**src/rtl/operand_fetch.sv**
```systemverilog
`timescale 1ns/1ps
// Issue stage between decode and execute: reads the register file, stalls load-use
// dependents and holds the ID/EX register under backpressure while snooping writeback.
module operand_fetch #(
    parameter int DATA_W         = 32,
    parameter int REG_ID_W       = 5,
    parameter int LOAD_USE_STALL = 2
) (
    input  logic                clk,
    input  logic                rst_n,
    input  logic                in_valid,
    output logic                in_ready,
    input  logic [DATA_W-1:0]   in_pc,
    input  logic [REG_ID_W-1:0] in_rs,
    input  logic [REG_ID_W-1:0] in_rt,
    input  logic [REG_ID_W-1:0] in_rd,
    input  logic [DATA_W-1:0]   in_imm,
    input  logic                in_reg_write,
    input  logic                in_mem_read,
    output logic [REG_ID_W-1:0] rf_read1,
    output logic [REG_ID_W-1:0] rf_read2,
    input  logic [DATA_W-1:0]   rf_read1_data,
    input  logic [DATA_W-1:0]   rf_read2_data,
    input  logic                wb_en,
    input  logic [REG_ID_W-1:0] wb_id,
    input  logic [DATA_W-1:0]   wb_data,
    input  logic                flush,
    output logic                out_valid,
    input  logic                out_ready,
    output logic [DATA_W-1:0]   out_pc,
    output logic [DATA_W-1:0]   out_imm,
    output logic [DATA_W-1:0]   out_a,
    output logic [DATA_W-1:0]   out_b,
    output logic [REG_ID_W-1:0] out_rd,
    output logic                out_reg_write,
    output logic                out_mem_read
);

    localparam int CNT_W = 3;

    logic [CNT_W-1:0]    cnt;
    logic [REG_ID_W-1:0] ld_rd;
    logic [REG_ID_W-1:0] held_rs;
    logic [REG_ID_W-1:0] held_rt;
    logic                hazard;
    logic                accept;
    logic                fire;
    logic                load_fire;

    function automatic logic dep(input logic [REG_ID_W-1:0] r,
                                 input logic [REG_ID_W-1:0] rs,
                                 input logic [REG_ID_W-1:0] rt);
        return (r != '0) && ((r == rs) || (r == rt));
    endfunction

    assign rf_read1 = in_rs;
    assign rf_read2 = in_rt;

    always_comb begin
        hazard = (out_valid && out_mem_read && dep(out_rd, in_rs, in_rt)) ||
                 ((cnt != '0) && dep(ld_rd, in_rs, in_rt));
    end

    assign in_ready  = rst_n && !flush && !hazard && (!out_valid || out_ready);
    assign accept    = in_valid && in_ready;
    assign fire      = out_valid && out_ready;
    assign load_fire = fire && out_mem_read && (out_rd != '0);

    // NOTE: state uses non-blocking assignments so every register samples pre-edge values.
    always_ff @(posedge clk or negedge rst_n) begin
        if (!rst_n) begin
            out_valid     <= 1'b0;
            out_pc        <= '0;
            out_imm       <= '0;
            out_a         <= '0;
            out_b         <= '0;
            out_rd        <= '0;
            out_reg_write <= 1'b0;
            out_mem_read  <= 1'b0;
            held_rs       <= '0;
            held_rt       <= '0;
        end else if (flush) begin
            out_valid <= 1'b0;
        end else if (accept) begin
            out_valid     <= 1'b1;
            out_pc        <= in_pc;
            out_imm       <= in_imm;
            out_a         <= (in_rs == '0) ? '0 : rf_read1_data;
            out_b         <= (in_rt == '0) ? '0 : rf_read2_data;
            out_rd        <= in_rd;
            out_reg_write <= in_reg_write;
            out_mem_read  <= in_mem_read;
            held_rs       <= in_rs;
            held_rt       <= in_rt;
        end else if (fire) begin
            out_valid <= 1'b0;
        end else if (out_valid) begin
            // Stalled downstream: refresh operands the writeback port is updating.
            if (wb_en && (wb_id != '0) && (wb_id == held_rs)) out_a <= wb_data;
            if (wb_en && (wb_id != '0) && (wb_id == held_rt)) out_b <= wb_data;
        end
    end

    // Only the most recent load is tracked; a newer load's window always covers the older one's end.
    always_ff @(posedge clk or negedge rst_n) begin
        if (!rst_n) begin
            cnt   <= '0;
            ld_rd <= '0;
        end else if (flush) begin
            cnt <= '0;
        end else if (load_fire) begin
            cnt   <= CNT_W'(LOAD_USE_STALL);
            ld_rd <= out_rd;
        end else if (cnt != '0) begin
            cnt <= cnt - CNT_W'(1);
        end
    end

endmodule

```
**config.mk**
```make
export PLATFORM = sky130hd
export DESIGN_NAME = operand_fetch
export DESIGN_NICKNAME = d
export VERILOG_FILES = /design/src/rtl/operand_fetch.sv
export SDC_FILE = /design/constraint.sdc
export NUM_CORES = 1
export LEC_CHECK = 0
export ABC_CLOCK_PERIOD_IN_PS = 2200
export BUFFER_PORTS_ARGS = -buffer_cell sky130_fd_sc_hd__buf_2
export CORE_UTILIZATION = 40
export CTS_CLUSTER_DIAMETER = 200
export DETAILED_ROUTE_END_ITERATION = 8
export PLACE_DENSITY = 0.73
export SLEW_MARGIN = 15
export SYNTH_ARGS = -nofsm -noshare
export SYNTH_HDL_FRONTEND = slang
export SYNTH_SLANG_ARGS = --single-unit
```
**constraint.sdc**
```tcl
create_clock -name clk -period 2.2 [get_ports clk]
set_clock_uncertainty 0.2 [all_clocks]
set_input_delay 0.33 -clock clk [delete_from_list [all_inputs] [get_ports clk]]
set_output_delay 0.33 -clock clk [all_outputs]
set_load 0.01 [all_outputs]
```
==> metrics.log, run 1 <==
[metrics] area of all placed cells without fillers: 0.0135 mm^2
[metrics] count of standard-cell rows: 48
[metrics] critical path fanouts, max: 4
[metrics] largest net degree at the start of global routing: 155
[metrics] drt initial violations: 467
[metrics] FF+latch count, synth: 154
[metrics] largest stage delay on the critical path: 450 ps
[metrics] Final Total Pwr: 10.2 mW
[metrics] measured slew at the worst slew-check pin: 917 ps
[metrics] synth top area cells: dfrtp_1 (54%), nand2_1 (13%), a2bb2oi_1 (3.9%)
[metrics] synthesis-to-finish area growth: 88.6%
[metrics] height of the chip: 136 um
[metrics] Setup violations, final: 148
[metrics] starting density of the core: 41.1%
[metrics] Max transition margin: 38.9%
[metrics] antenna viol nets, final: 0
[metrics] switching component of the power: 3.47 mW
[metrics] most common library cells after synthesis: nand2_1 (247), dfrtp_1 (154), o21ai_0 (33)
[metrics] number of antenna violations at the first check in global routing: 3
[metrics] per-cell via count in the routed design: 5.62
[metrics] library cell with the highest instance count after synthesis: nand2_1
[metrics] portion of the post-synthesis area used by sequential elements: 54.0%
[metrics] proportion of synthesized flip-flops having asynchronous set or reset: 100%
[metrics] final critical-path setup slack: -398 ps
[metrics] GRT Util Overall: 34.4%
[metrics] Final period util: 118%
[metrics] number of buffers inserted during clock tree synthesis: 17
[metrics] result of the run: finished, violations left
[metrics] Sum Neg Setup Slack: -40,630 ps
[metrics] Top Family by Delay on Critical Path: flip-flops
[metrics] total I/O pin count: 335
[metrics] failing checks: negative setup slack
[metrics] Max Transition Viols Final: 0
[metrics] final wirelength: 33,900 um
[metrics] sum of buffers and inverters on the critical path: 3
[metrics] CP arrival: 2070 ps
[metrics] path class of the lowest-slack min-delay path: in -> reg
[metrics] overall via count from detail_route: 8,398
[metrics] Clock Tree Buf Depth: 2
[metrics] area of the die: 0.0184 mm^2
[metrics] maximum ir drop on the vdd rail: 0.000526 V
[metrics] Slowest cell on crit path: dfrtp_2
[metrics] part of the power in registers: 38.5%
[metrics] Critical Setup Path Class: reg -> out
[metrics] EDFF count, synth: 0
[metrics] CTS tree: built
[metrics] clk sinks: 154
[metrics] placed instance area: 0.00936 mm^2
[metrics] flip-flop cell with the highest count after synthesis: dfrtp_1
[metrics] required time worst endpoint: 1670 ps
[metrics] wire length of the first global-routing pass: 47,400 um
[metrics] post-synthesis net count: 925
[metrics] design internal power: 6.73 mW
[metrics] RSZ-0062 raised after global routing: true
[metrics] final-layout worst hold slack: 52.5 ps
[metrics] Clock Power Share: 28.3%
[metrics] via count of the first global-routing pass: 8,602
[metrics] Yosys top cell area share: 54.0%
[metrics] post-synthesis instance total: 735
[metrics] TritonRoute pass-1 iters: 7
[metrics] cell leakage power: 6.61 nW
[metrics] clk_lat worst skew: 430 ps
[metrics] floorplan die width: 136 um
[metrics] synthesized area per cell: 9.71 um^2
[metrics] number of buffers added on ports: 334
[metrics] DRC: 0
[metrics] number of warnings printed during yosys synthesis: 0
[metrics] placed cell count: 1,294
[metrics] layout cells sized above 1: 59.7%
[metrics] number of nets in the final layout: 1,441
[metrics] fmax: 385 MHz
[metrics] kind of end point of the critical path: output pin
[metrics] number of cells in the finished layout apart from fillers: 1,493
[metrics] portion of total power attributed to combinational logic: 33.2%
[metrics] nature of the critical path startpoint: flop
[metrics] Distinct cells, synth: 34
[metrics] H-tree level count: 4
[metrics] count of endpoints failing hold in the final timing report: 0
[metrics] Floorplan Core Area: 0.0174 mm^2
[metrics] global route total overflow: 0
[metrics] fraction of power spent switching nets: 34.0%
[metrics] cells along the critical path: buf_4 > xor2_1 > nor3_2 > a22oi_2 > buf_4 > o221a_4 > buf_6
[metrics] clock root cell: clkbuf_16
[metrics] most area-hungry cell type in the Yosys netlist: dfrtp_1
[metrics] power per cell area: 758 mW/mm^2
[metrics] total of max-cap violations: 0
[metrics] Cell Area, Synth: 0.00714 mm^2
[metrics] clock input transition at the sequential cells of the worst setup and hold paths: 60 ps
[metrics] final weighted congestion in routability-driven placement: 0.882
[metrics] Routed wire per std cell: 22.7 um
[metrics] post-layout minimum cycle time: 2600 ps
[metrics] most prevalent standard cell on the critical path: buf_4
[metrics] DP Wirelength: 15,000 um
## sequential cells by signal, summed over array words and instances, names as in the netlist, 3 cells and up
name / cells
cnt: 3
held_rs: 5
held_rt: 5
ld_rd: 5
out_a: 32
out_b: 32
out_imm: 32
out_pc: 32
out_rd: 5
## power by group through the flow
| stage | clock network [mW] | logic [mW] | registers [mW] |
|---|---|---|---|
| global route | 3.04 | 3.59 | 3.97 |
| CTS | 2.91 | 3.00 | 3.83 |
| finish | 2.89 | 3.39 | 3.92 |
| detailed placement | 0 | 2.39 | 3.83 |
| global placement | 0 | 2.32 | 3.82 |
| floorplan | 0 | 0.969 | 4.05 |
## layer usage
| layer | vias up | share of wire (%) | track usage (%) |
|---|---|---|---|
| li1 | 3548 | - | - |
| met1 | 4104 | 35 | 38.3 |
| met2 | 582 | 51 | 60.7 |
| met3 | 164 | 8.2 | 8.49 |
| met4 | 0 | 5.5 | 17.2 |
| met5 | - | 0 | 0 |
## worst register-to-register path, stage by stage, from the launching register on
cell,delay (ps)
dfrtp_1,400
buf_6,120
or4_4,480
o211ai_4,210
buf_6,140
o221ai_4,130
buf_12,200
buf_12,170
buf_12,150
buf_16,140
nand2_4,70
nand2_2,80
## what timing repair did
action                                  in CTS  in global routing
gates cloned                                28                  1
endpoints found under the hold margin      257                  0
endpoints found under the setup margin     149                152
setup buffers                               33                  2
gates resized for setup                    244                154
pin swaps                                  172                 66
hold buffers                               104                  0
## cell families after synthesis
group	synth area share (%)
AO/OA/AOI/OAI	15.1
XOR/XNOR	3.80
adder cells (fa/ha/maj)	0.351
buffers and inverters	5.00
flip-flops	54.0
multiplexers	0.946
AND/OR/NAND/NOR	20.8
## area by class of cell
class	instances	area, um^2
timing repair buffer	557	4530
multi-input combinational	517	4200
clock inverter	14	139
sequential	154	3860
inverter	4	17.5
fill	953	3890
antenna	4	10.0
clock buffer	18	429
tap	225	282
## final timing paths
kind	from	to	slack, ps	depth (start not counted)
min	wb_data[6]	out_a[6]	50	3
min reg2reg	out_pc[4]	out_pc[4]	280	2
max reg2reg	out_rd[2]	out_pc[28]	-390	11
min in group asynchronous	rst_n	out_b[27]	400	3
max in group asynchronous	rst_n	out_rd[0]	590	3
max	out_rd[0]	in_ready	-400	7
## cells in the final DEF, fill, tap and decap left out, drive strengths merged, types with 2 or more instances in the layout
cell,netlist,final
mux2,6,6
ha,2,2
buf,37,452
clkinv,0,5
xor2,27,27
o21ai,33,33
clkinvlp,0,2
dfrtp,154,154
dlygate4sd3,0,104
nand2b,2,2
o22a,32,32
inv,4,10
a2bb2oi,32,32
a21oi,2,2
clkbuf,23,19
nor2,11,11
nor3b,32,32
diode,0,4
nor3,7,7
nand3,32,32
o221a,2,2
nand2,247,247
a22oi,2,2
xnor2,4,4
nand4,2,2
o21a,32,32
or4,4,4
## through the flow
stage	utilization (%)	setup WS, ps
after floorplan	-	-4.91
after global placement	53.9	-287
after detailed placement	53.9	-354
after CTS	74.3	-391
after global routing	77.6	-473
final	77.6	-398
Power figures use the tool's default switching activity.
==> run 2, diff against run 1 <==
--- a/config.mk
+++ b/config.mk
@@ -5,12 +5,13 @@
 export SDC_FILE = /design/constraint.sdc
 export NUM_CORES = 1
 export LEC_CHECK = 0
+export ABC_AREA = 1
 export ABC_CLOCK_PERIOD_IN_PS = 2200
 export BUFFER_PORTS_ARGS = -buffer_cell sky130_fd_sc_hd__buf_2
 export CORE_UTILIZATION = 40
 export CTS_CLUSTER_DIAMETER = 200
 export DETAILED_ROUTE_END_ITERATION = 8
-export PLACE_DENSITY = 0.73
+export PLACE_DENSITY = 0.71
 export SLEW_MARGIN = 15
 export SYNTH_ARGS = -nofsm -noshare
 export SYNTH_HDL_FRONTEND = slang
==> run 2 against run 1 <==
Effect of this change:
- the flow still finishes with violations (negative setup slack)
- register-to-register slack better by 330 ps
- combinational power shrank 4%
- final cell count increased by 22%
- sequential cell count is the same
- highest routed layer is now met5
- total power rose by 1.0%
- largest power group unchanged
- critical endpoint unchanged
- clock power up 9.3%
- final area down 5.5%
- sequential share of layout area increased by 1.7 points
==> metrics.log, run 2 <==
[metrics] wire length of the first global-routing pass: 40,400 um (was 47,400 um)
[metrics] fraction of power spent switching nets: 34.5% (was 34.0%)
[metrics] portion of total power attributed to combinational logic: 31.5% (was 33.2%)
[metrics] Floorplan Core Area: 0.0194 mm^2 (was 0.0174 mm^2)
[metrics] nature of the critical path startpoint: flop (unchanged)
[metrics] part of the power in registers: 37.8% (was 38.5%)
[metrics] post-synthesis instance total: 1,105 (was 735)
[metrics] final wirelength: 31,900 um (was 33,900 um)
[metrics] most area-hungry cell type in the Yosys netlist: dfrtp_1 (unchanged)
[metrics] leading cell type in the layout, fill and taps excluded: nand2_1 (was buf_2)
[metrics] largest net degree at the start of global routing: 155 (unchanged)
[metrics] floorplan die width: 143 um (was 136 um)
[metrics] post-synthesis net count: 1,295 (was 925)
[metrics] CTS tree: built (unchanged)
[metrics] global route total overflow: 0 (unchanged)
[metrics] most common library cells after synthesis: nand2_1 (630), dfrtp_1 (154), inv_1 (95), nand4_1 (69), buf_2 (26) (was nand2_1 (247), dfrtp_1 (154), o21ai_0 (33))
[metrics] count of endpoints failing hold in the final timing report: 0 (unchanged)
[metrics] design internal power: 6.75 mW (was 6.73 mW)
[metrics] placed instance area: 0.00986 mm^2 (was 0.00936 mm^2)
[metrics] starting density of the core: 40.8% (was 41.1%)
[metrics] number of nets in the final layout: 1,732 (was 1,441)
[metrics] GRT Util Overall: 25.7% (was 34.4%)
[metrics] Yosys top cell area share: 48.7% (was 54.0%)
[metrics] FF+latch count, synth: 154 (unchanged)
[metrics] EDFF count, synth: 0 (unchanged)
[metrics] critical path fanouts, max: 2 (was 4)
[metrics] failing checks: negative setup slack (unchanged)
[metrics] final critical-path setup slack: -70.0 ps (was -398 ps)
[metrics] Max Transition Viols Final: 0 (unchanged)
[metrics] drt initial violations: 582 (was 467)
[metrics] Cell Area, Synth: 0.00791 mm^2 (was 0.00714 mm^2)
[metrics] worst reg-to-reg path cell count: 14 (was 11)
[metrics] clock root cell: clkbuf_16 (unchanged)
[metrics] Critical Setup Path Class: reg -> out (unchanged)
[metrics] flip-flop cell with the highest count after synthesis: dfrtp_1 (unchanged)
[metrics] TritonRoute pass-1 iters: 7 (unchanged)
[metrics] Final Total Pwr: 10.3 mW (was 10.2 mW)
[metrics] switching component of the power: 3.56 mW (was 3.47 mW)
[metrics] clock input transition at the sequential cells of the worst setup and hold paths: 70 ps (was 60 ps)
[metrics] multi-input gate area in the final layout: 0.00369 mm^2 (was 0.00420 mm^2)
[metrics] kind of end point of the critical path: output pin (unchanged)
[metrics] Max transition margin: 36.8% (was 38.9%)
[metrics] synthesized area per cell: 7.16 um^2 (was 9.71 um^2)
[metrics] result of the run: finished, violations left (unchanged)
[metrics] area of the die: 0.0203 mm^2 (was 0.0184 mm^2)
[metrics] Routed wire per std cell: 17.5 um (was 22.7 um)
[metrics] number of warnings printed during yosys synthesis: 0 (unchanged)
[metrics] proportion of synthesized flip-flops having asynchronous set or reset: 100% (unchanged)
[metrics] power per cell area: 810 mW/mm^2 (was 758 mW/mm^2)
[metrics] Clock Tree Buf Depth: 2 (unchanged)
[metrics] area of all placed cells without fillers: 0.0127 mm^2 (was 0.0135 mm^2)
[metrics] DP Worst Slack: -58.3 ps (was -354 ps)
[metrics] antenna viol nets, final: 0 (unchanged)
[metrics] number of filler instances in the final layout: 1,616 (was 953)
[metrics] number of antenna violations at the first check in global routing: 3 (unchanged)
[metrics] measured slew at the worst slew-check pin: 948 ps (was 917 ps)
[metrics] portion of the post-synthesis area used by sequential elements: 48.7% (was 54.0%)
[metrics] Final period util: 103% (was 118%)
[metrics] via count of the first global-routing pass: 7,972 (was 8,602)
[metrics] clk_lat worst skew: 420 ps (was 430 ps)
[metrics] RSZ-0062 raised after global routing: true (unchanged)
[metrics] library cell with the highest instance count after synthesis: nand2_1 (unchanged)
[metrics] count of standard-cell rows: 51 (was 48)
[metrics] number of buffers inserted during clock tree synthesis: 17 (unchanged)
[metrics] per-cell via count in the routed design: 5.00 (was 5.62)
[metrics] path class of the lowest-slack min-delay path: in -> reg (unchanged)
[metrics] Clock Power Share: 30.7% (was 28.3%)
[metrics] clk sinks: 154 (unchanged)
[metrics] synth top area cells: dfrtp_1 (49%), nand2_1 (30%), nand4_1 (5.5%) (was dfrtp_1 (54%), nand2_1 (13%), a2bb2oi_1 (3.9%))
[metrics] height of the chip: 143 um (was 136 um)
[metrics] cell depth of the worst hold path: 5 (was 3)
[metrics] DP Wirelength: 17,200 um (was 15,000 um)
[metrics] fmax: 441 MHz (was 385 MHz)
[metrics] Setup violations, final: 29 (was 148)
[metrics] post-layout minimum cycle time: 2270 ps (was 2600 ps)
[metrics] DRC: 0 (unchanged)
[metrics] H-tree level count: 4 (unchanged)
[metrics] total I/O pin count: 335 (unchanged)
[metrics] CP arrival: 1740 ps (was 2070 ps)
[metrics] synthesis-to-finish area growth: 60.9% (was 88.6%)
[metrics] maximum ir drop on the vdd rail: 0.000633 V (was 0.000526 V)
[metrics] Distinct cells, synth: 28 (was 34)
[metrics] FF+latch area: 0.00386 mm^2 (about the same)
[metrics] layout cells sized above 1: 36.8% (was 59.7%)
[metrics] overall via count from detail_route: 9,096 (was 8,398)
[metrics] cell leakage power: 7.41 nW (was 6.61 nW)
[metrics] total of max-cap violations: 0 (unchanged)
[metrics] Sum Neg Setup Slack: -676 ps (was -40,630 ps)
[metrics] number of buffers added on ports: 334 (unchanged)
[metrics] most used cells in the layout excluding fill and tap cells: nand2_1 (539), buf_2 (332), dfrtp_1 (150) (was buf_2 (332), dfrtp_1 (151), nand2_2 (105))
[metrics] required time worst endpoint: 1670 ps (about the same)
[metrics] final weighted congestion in routability-driven placement: 0.861 (was 0.882)
## run 2: path summary, 6_finish.rpt
| check | start | to | slack, ps |
|---|---|---|---|
| max | cnt[1] | in_ready | -70 |
| min | wb_data[20] | out_b[20] | 10 |
| max reg2reg | cnt[1] | out_a[14] | -60 |
| min reg2reg | out_b[27] | out_b[27] | 280 |
| max in group asynchronous | rst_n | ld_rd[4] | 600 |
| min in group asynchronous | rst_n | out_b[25] | 340 |
## run 2: worst max-delay path, stage by stage, from the launching register on
cell     delay [ps]
dfrtp_1         360
inv_2            50
ha_4            160
ha_4            160
inv_4            50
o21ai_2          40
inv_1            50
nand2_2          60
buf_6           110
and3_4          160
buf_6           110
## run 2: cell families (layout without fill, tap and decap cells)
kind of cell	count (synthesis)	count (layout)	synth area share, %
and+or+nand+nor	741	742	37.9
other	0	1	0
xor gates and xnor gates	11	11	1.22
adders and majority gates	2	2	0.316
AOI/OAI and AO/OA	24	24	1.71
DFF	154	154	48.7
buffers and inverters	173	622	10.1
## run 2: cell type report
| class | count | area share, % |
|---|---|---|
| clock buffer | 17 | 3.34 |
| clock inverter | 15 | 1.57 |
| multi-input combinational | 779 | 29.0 |
| sequential | 154 | 30.3 |
| timing repair buffer | 482 | 29.2 |
| timing repair inverter | 4 | 0.413 |
| antenna | 1 | 0.0197 |
| inverter | 104 | 3.47 |
| tap | 265 | 2.61 |
## run 2: what timing repair did
action | CTS | global route
pin swaps | 1 | 20
endpoints found under the hold margin | 229 | 0
endpoints found under the setup margin | 106 | 147
buffers inserted | 3 | 13
gates resized for setup | 19 | 185
gates cloned | 1 | 35
hold buffers | 76 | 0
## run 2: per-stage QoR
| step | hold slack (ps) | instances | util (%) |
|---|---|---|---|
| 2_1_floorplan | -166 | 1105 | - |
| 3_3_place_gp | 257 | 1661 | 50.8 |
| 3_5_place_dp | 259 | 1661 | 50.8 |
| 4_1_cts | 0.481 | 1773 | 58.5 |
| 5_1_grt | 19.7 | 1821 | 65.6 |
| 6_report | 10.4 | 1821 | 65.6 |
## run 2: metal layers
layer | part of all wire (%) | global-route usage (%) | vias to the layer above
met2 | 50 | 44.3 | 485
met4 | 3.8 | 7.92 | 4
met3 | 7.5 | 5.96 | 89
met5 | 0.085 | 0 | -
li1 | - | - | 4263
met1 | 39 | 31.9 | 4255
## run 2: power by group through the flow
stage / Combinational (mW) / Clock (mW) / Sequential (mW)
final: 3.24 / 3.16 / 3.90
after global routing: 3.54 / 3.32 / 3.96
after CTS: 2.75 / 3.20 / 3.85
after detailed placement: 2.54 / 0 / 3.87
after global placement: 2.47 / 0 / 3.89
after floorplan: 1.13 / 0 / 4.08
==> run 3, diff against run 2 <==
--- a/config.mk
+++ b/config.mk
@@ -11,7 +11,7 @@
 export CORE_UTILIZATION = 40
 export CTS_CLUSTER_DIAMETER = 200
 export DETAILED_ROUTE_END_ITERATION = 8
-export PLACE_DENSITY = 0.71
+export PLACE_DENSITY_LB_ADDON = 0.15
 export SLEW_MARGIN = 15
 export SYNTH_ARGS = -nofsm -noshare
 export SYNTH_HDL_FRONTEND = slang
==> run 3 against run 2 <==
Effect of this change:
- combinational power fell by 2%
- critical path depth did not move
- core utilization fell by 0.30 points
- global-route usage rose by 0.34 points
- total power fell by 0.18%
- die area did not move
- maximum frequency fell by 2.4%
- sequential cell count did not move
- the run still ends with negative setup slack left
==> metrics.log, run 3 (synthesis gave the netlist of run 2 again) <==
[metrics] via count of the first global-routing pass: 7,970 (was 7,972)
[metrics] CP arrival: 1800 ps (was 1740 ps)
[metrics] Critical Setup Path Class: reg -> out (unchanged)
[metrics] Sum Neg Setup Slack: -1650 ps (was -676 ps)
[metrics] DP Wirelength: 16,800 um (was 17,200 um)
[metrics] number of buffers added on ports: 334 (unchanged)
[metrics] post-layout minimum cycle time: 2330 ps (was 2270 ps)
[metrics] antenna viol nets, final: 0 (unchanged)
[metrics] placed cell count: 1,674 (was 1,661)
[metrics] floorplan die width: 143 um (unchanged)
[metrics] clk_lat worst skew: 430 ps (was 420 ps)
[metrics] wire length of the first global-routing pass: 41,200 um (was 40,400 um)
[metrics] CTS tree: built (unchanged)
[metrics] overall via count from detail_route: 8,717 (was 9,096)
[metrics] number of filler instances in the final layout: 1,661 (was 1,616)
[metrics] path class of the lowest-slack min-delay path: in -> reg (unchanged)
[metrics] total of max-cap violations: 0 (unchanged)
[metrics] largest net degree at the start of global routing: 155 (unchanged)
[metrics] power per cell area: 812 mW/mm^2 (was 810 mW/mm^2)
[metrics] final weighted congestion in routability-driven placement: 0.845 (was 0.861)
[metrics] number of buffers inserted during clock tree synthesis: 17 (unchanged)
[metrics] global route total overflow: 0 (unchanged)
[metrics] Routed wire per std cell: 16.0 um (was 17.5 um)
[metrics] clock input transition at the sequential cells of the worst setup and hold paths: 80 ps (was 70 ps)
[metrics] starting density of the core: 40.8% (unchanged)
[metrics] area of the die: 0.0203 mm^2 (unchanged)
[metrics] Clock Tree Buf Depth: 2 (unchanged)
[metrics] result of the run: finished, violations left (unchanged)
[metrics] RSZ-0062 raised after global routing: true (unchanged)
[metrics] count of endpoints failing hold in the final timing report: 0 (unchanged)
[metrics] drt initial violations: 556 (was 582)
[metrics] leading cell type in the layout, fill and taps excluded: nand2_1 (unchanged)
[metrics] Max Transition Viols Final: 0 (unchanged)
[metrics] per-cell via count in the routed design: 4.79 (was 5.00)
[metrics] kind of end point of the critical path: output pin (unchanged)
[metrics] area of all placed cells without fillers: 0.0127 mm^2 (about the same)
[metrics] TritonRoute pass-1 iters: 5 (was 7)
[metrics] number of nets in the final layout: 1,729 (was 1,732)
[metrics] number of cells in the finished layout apart from fillers: 1,818 (was 1,821)
[metrics] final wirelength: 29,100 um (was 31,900 um)
[metrics] Final period util: 106% (was 103%)
[metrics] most used cells in the layout excluding fill and tap cells: nand2_1 (493), buf_2 (332), dfrtp_1 (153) (was nand2_1 (539), buf_2 (332), dfrtp_1 (150))
[metrics] Max transition margin: 39.0% (was 36.8%)
[metrics] maximum ir drop on the vdd rail: 0.000521 V (was 0.000633 V)
[metrics] Setup violations, final: 61 (was 29)
[metrics] fmax: 430 MHz (was 441 MHz)
[metrics] number of antenna violations at the first check in global routing: 1 (was 3)
[metrics] total I/O pin count: 335 (unchanged)
[metrics] H-tree level count: 4 (unchanged)
[metrics] height of the chip: 143 um (unchanged)
[metrics] critical path fanouts, max: 5 (was 2)
[metrics] clk sinks: 154 (unchanged)
[metrics] DRC: 0 (unchanged)
[metrics] Floorplan Core Area: 0.0194 mm^2 (unchanged)
[metrics] failing checks: negative setup slack (unchanged)
[metrics] measured slew at the worst slew-check pin: 914 ps (was 948 ps)
[metrics] GRT Util Overall: 26.1% (was 25.7%)
[metrics] layout cells sized above 1: 38.7% (was 36.8%)
[metrics] count of standard-cell rows: 51 (unchanged)
[metrics] synthesis-to-finish area growth: 60.2% (was 60.9%)
[metrics] final-layout worst hold slack: 5.94 ps (was 10.4 ps)
[metrics] placed instance area: 0.00999 mm^2 (was 0.00986 mm^2)
[metrics] cell leakage power: 7.32 nW (was 7.41 nW)
[metrics] clock root cell: clkbuf_16 (unchanged)
[metrics] nature of the critical path startpoint: flop (unchanged)
[metrics] final critical-path setup slack: -126 ps (was -70.0 ps)
[metrics] required time worst endpoint: 1670 ps (about the same)
==> run 3: layer usage <==
metal	share of wire [%]	wire (um)	up-vias	track usage, %
li1	-	-	4253	-
met5	0	0	-	0
met4	1.8	519	0	8.83
met3	6.8	1970	37	4.21
met1	41	11900	4049	33.8
met2	50	14600	378	44.1
==> run 3: worst paths after layout <==
check	slack, ps	start	cells after the start	to
min	6	out_ready	4	out_valid
min in group asynchronous	370	rst_n	3	out_a[24]
max	-130	ld_rd[0]	10	in_ready
min reg2reg	270	out_a[27]	2	out_a[27]
max in group asynchronous	680	rst_n	3	out_a[15]
max reg2reg	-60	cnt[1]	16	out_a[12]
==> run 3: worst max-delay path, stage by stage (launching register included) <==
cell     delay (ps)
dfrtp_1         420
inv_1            80
nand2_1          60
nand2_1          50
nor2_1          100
nand3_1          90
nand2_2         100
nand2_2          70
buf_6           110
and3_4          160
buf_6           110
==> run 3: area by class of cell <==
class                      instances  area (um^2)  share of cell area (%)
antenna                            1         2.50                  0.0198
clock buffer                      17          425                    3.36
clock inverter                    15          198                    1.56
inverter                         104          432                    3.41
multi-input combinational        778         3770                    29.8
sequential                       154         3850                    30.4
tap                              265          332                    2.62
timing repair buffer             484         3650                    28.8
==> run 3: repair_timing <==
item	in CTS	in global routing
resized for setup	45	192
setup buffers	10	5
hold endpoints to repair	230	0
hold buffers	77	0
pin swaps	14	35
endpoints found under the setup margin	37	127
cloned	3	20
==> run 3: power breakdown <==
part | switching (mW) | total [mW] | internal [mW]
combinational | 1.71 | 3.19 | 1.48
clock | 1.44 | 3.19 | 1.75
sequential | 0.467 | 3.91 | 3.44
==> run 3: metrics by stage <==
| stage | utilization (%) | power (mW) | setup slack, ps |
|---|---|---|---|
| 3_3_place_gp | 51.5 | 6.40 | 45.1 |
| 4_1_cts | 60.2 | 9.88 | -112 |
| 6_report | 65.3 | 10.3 | -126 |
| 3_5_place_dp | 51.5 | 6.43 | -32.7 |
| 2_1_floorplan | - | 5.21 | 76.2 |
| 5_1_grt | 65.3 | 10.8 | -244 |
